$ cat config.mk
export PLATFORM = sky130hd
export DESIGN_NAME = vwb_sequencer
export DESIGN_NICKNAME = d
export VERILOG_FILES = /design/src/rtl/vwb_sequencer.sv
export SDC_FILE = /design/constraint.sdc
export NUM_CORES = 1
export LEC_CHECK = 0
export ABC_AREA = 1
export CORE_AREA = 2 2 273 275
export DETAILED_ROUTE_END_ITERATION = 12
export DIE_AREA = 0 0 275 277
export MAX_ROUTING_LAYER = met4
export PLACE_DENSITY_LB_ADDON = 0.25
export SYNTH_ARGS = -nofsm -noshare
export SYNTH_HDL_FRONTEND = slang
export SYNTH_SLANG_ARGS = --single-unit
$ cat constraint.sdc
create_clock -name clk -period 2.5 [get_ports clk]
set_input_delay 0.5 -clock clk [delete_from_list [all_inputs] [get_ports clk]]
set_output_delay 0.5 -clock clk [all_outputs]
set_load 0.02 [all_outputs]
$ cat src/rtl/vwb_sequencer.sv
// vwb_sequencer: splits wide vector writebacks into 128-bit VRF beats and broadcasts scalar writes.
// Define VWB_PERF_CNT_EN to add the stall_cycles/beats_issued counters.
module vwb_sequencer #(
  parameter int DATA_W = 512,
  parameter int BEAT_W = 128,
  parameter int RD_W = 5
) (
  input  logic              clk,
  input  logic              reset,
  input  logic              wb_valid,
  output logic              wb_ready,
  output logic              stall,
  input  logic              WVRwrite_in,
  input  logic              SVRwrite_in,
  input  logic [RD_W-1:0]   rd_in,
  input  logic [1:0]        VL_in,
  input  logic [DATA_W-1:0] readdata512_in,
  input  logic [31:0]       alu_result_in,
  output logic              vrf_we,
  output logic [RD_W-1:0]   vrf_addr,
  output logic [1:0]        vrf_beat,
  output logic [BEAT_W-1:0] vrf_wdata,
  output logic              err_conflict
`ifdef VWB_PERF_CNT_EN
  ,
  output logic [31:0]       stall_cycles,
  output logic [31:0]       beats_issued
`endif
);
  typedef enum logic {IDLE, BURST} state_t;
  state_t state;
  logic [1:0] remaining;
  logic [DATA_W-1:0] buffer;
  logic accept;
  // The burst returns to IDLE on the edge that issues its last beat, so a new
  // instruction is accepted while that beat is on the port and follows with no bubble.
  assign wb_ready = state == IDLE;
  assign stall = ~wb_ready;
  assign accept = wb_valid & wb_ready;
  always_ff @(posedge clk) begin
    if (reset) begin
      state <= IDLE;
      remaining <= '0;
      buffer <= '0;
      vrf_we <= 1'b0;
      vrf_addr <= '0;
      vrf_beat <= '0;
      vrf_wdata <= '0;
      err_conflict <= 1'b0;
    end else if (accept && WVRwrite_in) begin
      vrf_we <= 1'b1;
      vrf_addr <= rd_in;
      vrf_beat <= '0;
      vrf_wdata <= readdata512_in[BEAT_W-1:0];
      buffer <= readdata512_in >> BEAT_W;
      remaining <= VL_in;
      state <= VL_in != 2'd0 ? BURST : IDLE;
      if (SVRwrite_in) err_conflict <= 1'b1;
    end else if (accept && SVRwrite_in) begin
      vrf_we <= 1'b1;
      vrf_addr <= rd_in;
      vrf_beat <= '0;
      vrf_wdata <= {(BEAT_W/32){alu_result_in}};
      state <= IDLE;
    end else if (state == BURST) begin
      vrf_we <= 1'b1;
      vrf_beat <= vrf_beat + 2'd1;
      vrf_wdata <= buffer[BEAT_W-1:0];
      buffer <= buffer >> BEAT_W;
      remaining <= remaining - 2'd1;
      state <= remaining == 2'd1 ? IDLE : BURST;
    end else begin
      vrf_we <= 1'b0;
    end
  end
`ifdef VWB_PERF_CNT_EN
  always_ff @(posedge clk) begin
    if (reset) begin
      stall_cycles <= '0;
      beats_issued <= '0;
    end else begin
      if (wb_valid && stall && stall_cycles != 32'hFFFF_FFFF) stall_cycles <= stall_cycles + 32'd1;
      if (vrf_we) beats_issued <= beats_issued + 32'd1;
    end
  end
`endif
endmodule
# Yosys cells after proc, flatten, opt, wreduce, memory -nomap -nowiden
# Cells that the tools add are included.
[totals]
ff_bits = 524
out_inout_bits = 139
[classes]
n_mux = 19
reduce_logical = 9
bitwise_logic = 2
addsub = 2
n_eq_ne = 2
[ops]
columns = ["cell", "count"]
rows = [
  ["384-bit 2-to-1 mux", 3],
  ["128-bit 2-to-1 mux", 3],
  ["5-bit 2-to-1 mux", 2],
  ["1-bit 2-to-1 mux", 8],
  ["2-bit 2-to-1 mux", 3],
  ["2-bit nonzero test", 3],
  ["2-bit AND reduction", 2],
  ["3-bit nonzero test", 1],
  ["3-bit OR reduction", 1],
  ["2-bit by 1-bit adder with 2-bit output (second input constant)", 1],
  ["2-bit by 1-bit equality test with 1-bit output (second input constant)", 1],
  ["1-bit logical AND", 2],
  ["2-bit inequality test (second input constant)", 1],
  ["2-bit by 1-bit subtractor with 2-bit output (second input constant)", 1],
  ["1-bit bitwise AND", 1],
  ["1-bit inverter", 1],
]

# Depth between registers and ports, before layout
# Gate-level depths: netlist of run 1.
[logic_depth]
word_depth = 5
mapped_depth = 8
ltp_nobuf = 7

# Worst setup path after synthesis of run 1
# Ideal clock, no wire load.
[synth_timing]
path_kind = "register -> register"
from = "register state, in the netlist stall"
to = "register vrf_wdata[83]"
stages_incl_launch_ff = 8
t_arrival_ps = 1352
required_ps = 2388
setup_time_ps = 112
synth_period_minus_slack_ps = 1463
slack_ps = 1037
cell_sequence = "dfxtp_1 > inv_2 > nand3_1 > buf_2 > buf_1 > nand3b_1 > nand2_1 > nor2_1"
[synth_via]
elab_chain_len = 5
[synth_rtl]
columns = ["item", "line_no", "text"]
rows = [
  ["start, declared", "31", "state_t state;"],
  ["start signal, assigned", "57", "state <= VL_in != 2'd0 ? BURST : IDLE;"],
  ["start signal, assigned", "71", "state <= remaining == 2'd1 ? IDLE : BURST;"],
  ["1-bit inverter", "37", "assign wb_ready = state == IDLE;"],
  ["1-bit bitwise AND", "39", "assign accept = wb_valid & wb_ready;"],
  ["1-bit logical AND", "59", "end else if (accept && SVRwrite_in) begin"],
  ["128-bit 2-to-1 mux", "59", ""],
  ["128-bit 2-to-1 mux", "50", "end else if (accept && WVRwrite_in) begin"],
  ["end signal, assigned", "54", "vrf_wdata <= readdata512_in[BEAT_W-1:0];"],
  ["end signal, assigned", "63", "vrf_wdata <= {(BEAT_W/32){alu_result_in}};"],
  ["end signal, assigned", "68", "vrf_wdata <= buffer[BEAT_W-1:0];"],
  ["end, declared", "22", "output logic [BEAT_W-1:0] vrf_wdata,"],
]
# Several ways; a longest one is shown, not always the timed one.
# A chain may end at the register's enable or synchronous reset.

# Worst setup path in the final report of run 1
[layout_timing]
from = "register state, in the netlist stall"
to = "output port stall"
[layout_rtl]
columns = ["item", "line_no", "text"]
rows = [
  ["end, declared", "12", "output logic stall,"],
]
# No word-level cell between the ends.

==> impl_summary.log, run 1 <==
INFO  metric path_max_fanout = 10
INFO  metric cp_slowest_stage_delay = 0.66 ns
INFO  metric min_path_cells = 2
INFO  metric postSynth.topFlopCell = sky130_fd_sc_hd__dfxtp_1
INFO  metric post-place-cells = 5660
INFO  metric startpoint_type = flip-flop
INFO  metric clock.fmax = ~440 MHz
INFO  metric cts_tree = done
INFO  metric max-slew-margin-rel = ~54%
INFO  metric reg2reg_depth = 7
INFO  metric synth.yosys.seq_area_share = 42.0%
INFO  metric place.gp.congestion = 0.884
INFO  metric postSynthRegisterBits = 524
INFO  metric syn-num-nets = 4675
INFO  metric vias_per_cell = around 4.6
INFO  metric vias_in_the_first_global_route = 25546
INFO  metric path_delay_family = buffers and inverters
INFO  metric layout-area-overhead-vs-synth = 43.7%
INFO  metric postRouteAntennaNets = 0
INFO  metric cell_pwr_density = 655 nW/um^2
INFO  metric grt.total_usage = 28.3%
INFO  metric io_buffer_count = 694
INFO  metric path_class = flip-flop to output port
INFO  metric die_y = 277 um
INFO  metric route.detailed.drc = 0
INFO  metric critPathRequiredTime = roughly 2 ns
INFO  metric rsz0062_at_grt = no
INFO  metric final_layout_size_suffix_gt1_share = 5.00%
INFO  metric synth_top_cells_by_count = 1490 x sky130_fd_sc_hd__nand2_1, 1025 x sky130_fd_sc_hd__nor2_1, 524 x sky130_fd_sc_hd__dfxtp_1, 422 x sky130_fd_sc_hd__inv_1, 265 x sky130_fd_sc_hd__a21oi_1
INFO  metric synth_instances = 4118
INFO  metric grt_first_pass_wirelength = 159000 um
INFO  metric grt_overflow = 0
INFO  metric min_path_type = input port to flip-flop
INFO  metric critical_path_cell_count = 1
INFO  metric floorplan.rows = 100
INFO  metric core_region_area = 73600 um^2
INFO  metric total_routed_length = 108000 um
INFO  metric max_cap_viol_count = 0
INFO  metric run_status = finished, final reports clean
INFO  metric drt-pass1-iter-count = 7
INFO  metric ys_top_cells_by_area = sky130_fd_sc_hd__dfxtp_1 42%, sky130_fd_sc_hd__nand2_1 22%, sky130_fd_sc_hd__nor2_1 15%
INFO  metric critPathSlowestCell = sky130_fd_sc_hd__clkdlybuf4s50_1
INFO  metric critical_path.endpoint_type = output port
INFO  metric worstPathArrival = 1.78 ns
INFO  metric die_area = about 76000 um^2
INFO  metric cts_root_cell = sky130_fd_sc_hd__clkbuf_16
INFO  metric max-clock-path-buffers = 3
INFO  metric layout.filler_cells = between 7000 and 8000
INFO  metric floorplan.die.width = ~280 um
INFO  metric synth_largest_area_cell = sky130_fd_sc_hd__dfxtp_1
INFO  metric synth_top_area_share = 42.0%
INFO  metric timing_max_transition_violations_final = 0
INFO  metric hold_buffer_count_at_cts = 0
INFO  metric vdd.ir_drop.worst = 0.000549 V
INFO  metric finished_layout_cells = 5801
INFO  metric cts.sinks = 524
INFO  metric antenna_found_initial = 31
INFO  metric io-pin-count = just under 700
INFO  metric detail_route.iter0.violations = 1837
INFO  metric nets_finish = 5308
INFO  metric num_vias = 26861
INFO  metric synth_enable_flop_cells = 0
INFO  metric tightest_slew = 0.692 ns
INFO  metric hold_viol_final = 0
INFO  metric synth_cell_type_count = 20
INFO  metric min_period_over_period = 91.4%
INFO  metric post_drt_wl_per_cell = ~19 um
INFO  metric post-synth-top-count-cell = sky130_fd_sc_hd__nand2_1
INFO  metric crit_path_cell_trace = clkdlybuf4s50_1
INFO  metric initial_cell_density_of_the_core = 34.0%
INFO  metric dpl.hpwl = 79500 um
INFO  metric mean_area_per_synthesized_cell = 6.07 um^2
INFO  metric area_of_the_mapped_netlist = 25000 um^2
INFO  metric synth_warnings = 0
INFO  metric numCtsBuffers = between 50 and 60
INFO  metric cp_num_buf_inv = 1
INFO  metric power_leakage = 16.7 nW
INFO  metric setup_viol = 0
INFO  metric period_needed = approximately 2.3 ns
INFO  metric cts-htree-levels = 2
INFO  metric pin_count_of_the_biggest_net_entering_global_routing = roughly 110
INFO  metric finalClockSkew = roughly 0.013 ns
INFO  metric totalNegativeSetupSlack = 0 ns
INFO  metric cts.clk_slew.worst_paths = 0.06 ns
INFO  metric ys_async_sr_fraction = 0%
INFO  metric clock_latency = 0.62 ns
==> layer usage <==
metal	GRT usage, %	vias to the layer above	part of all wire [%]	routed length, um
met3	5.55	170	7.0	7520
met2	44.6	804	46	49200
met5	-	-	0	0
met4	10.4	0	3.8	4140
met1	35.8	12364	44	47100
li1	-	13523	-	-
==> cell type report <==
| cell class | instances | area [um^2] | share of cell area (%) |
|---|---|---|---|
| multi-input cells | 2923 | 11900 | 33.0 |
| flip-flops and latches | 524 | 10500 | 29.2 |
| repair buffers | 821 | 8600 | 23.9 |
| clock buffers | 87 | 1810 | 5.05 |
| inverters | 423 | 1600 | 4.45 |
| well taps | 969 | 1210 | 3.37 |
| clock inverters | 22 | 270 | 0.752 |
| diodes | 32 | 80.1 | 0.223 |
==> repair_timing <==
item	in CTS	in global routing
cloned	0	0
endpoints found under the setup margin	1	1
pin swaps	0	0
buffers inserted	0	0
resized for setup	1	1
==> registers in the layout (all words and copies together) (netlist names) <==
| register | count |
|---|---|
| buffer | 384 |
| vrf_wdata | 128 |
| err_conflict | 1 |
| vrf_addr | 5 |
| remaining | 2 |
| vrf_beat | 2 |
| vrf_we | 1 |
| stall | 1 |
==> placed cells by master, fill, tap and decap left out <==
master / synthesis / routed
sky130_fd_sc_hd__dfxtp_1: 524 / 523
sky130_fd_sc_hd__xor2_1: 1 / 1
sky130_fd_sc_hd__dlymetal6s2s_1: 0 / 1
sky130_fd_sc_hd__nor2_1: 1025 / 1025
sky130_fd_sc_hd__clkdlybuf4s50_1: 0 / 692
sky130_fd_sc_hd__diode_2: 0 / 32
sky130_fd_sc_hd__buf_12: 0 / 55
sky130_fd_sc_hd__or2_2: 1 / 1
sky130_fd_sc_hd__nand2_1: 1490 / 1489
sky130_fd_sc_hd__clkbuf_1: 107 / 7
sky130_fd_sc_hd__ha_1: 1 / 1
sky130_fd_sc_hd__inv_2: 1 / 1
sky130_fd_sc_hd__a21oi_1: 265 / 265
sky130_fd_sc_hd__clkinv_4: 0 / 2
sky130_fd_sc_hd__inv_6: 0 / 1
sky130_fd_sc_hd__bufinv_16: 0 / 6
sky130_fd_sc_hd__nand3_4: 0 / 2
sky130_fd_sc_hd__clkinvlp_4: 0 / 1
sky130_fd_sc_hd__buf_8: 0 / 1
sky130_fd_sc_hd__buf_4: 2 / 72
sky130_fd_sc_hd__a21oi_4: 0 / 1
sky130_fd_sc_hd__nor2_4: 1 / 1
sky130_fd_sc_hd__clkbuf_8: 0 / 19
sky130_fd_sc_hd__nor4_1: 1 / 1
sky130_fd_sc_hd__dfxtp_4: 0 / 1
sky130_fd_sc_hd__nand3b_1: 128 / 128
sky130_fd_sc_hd__nand3_1: 3 / 1
sky130_fd_sc_hd__inv_1: 422 / 420
sky130_fd_sc_hd__inv_8: 0 / 1
sky130_fd_sc_hd__nor3_1: 2 / 2
sky130_fd_sc_hd__clkbuf_16: 0 / 61
sky130_fd_sc_hd__o21ai_0: 4 / 4
sky130_fd_sc_hd__nand2_4: 0 / 1
sky130_fd_sc_hd__clkinv_2: 0 / 13
==> metrics by stage <==
stage	setup WS (ns)	power, W	hold slack [ns]	cell area (um^2)	utilization, %
after CTS	0.00886	0.0237	0.224	35900	48.7
after global placement	-0.209	0.0144	0.438	33800	45.9
after detailed placement	-0.188	0.0144	0.444	33800	45.9
final	0.216	0.0235	0.249	35900	48.8
after floorplan	1.04	0.0116	0.433	25000	-
after global routing	0.167	0.0245	0.248	35900	48.8
==> worst paths after layout <==
| path | slack (ns) | startpoint | to |
|---|---|---|---|
| max | 0.22 | stall | stall |
| max reg2reg | 0.74 | stall | vrf_wdata[93] |
| min reg2reg | 0.45 | err_conflict | err_conflict |
| min | 0.25 | reset | buffer[258] |
==> report_power, final <==
part	leakage (nW)	switching (W)	internal, W	total [W]
logic	11.4	0.00279	0.00225	0.00504
registers	4.29	0.000303	0.00890	0.00920
clock network	1.04	0.00369	0.00561	0.00930
==> cells by family after synthesis <==
kind of cell	Yosys count	share of synthesized area, %
simple gates	2651	41.8
buf+inv	671	10.8
flops	524	42.0
compound gates	270	5.42
xor+xnor	1	0.0350
fa+ha+maj	1	0.0500
(Power assumes the default switching activity.)
==> run 2: changes to the inputs <==
Settings changed: SLEW_MARGIN set to 20.
==> results of run 2 <==
No change in the layout: final DEF, timing and power equal those of run 1.
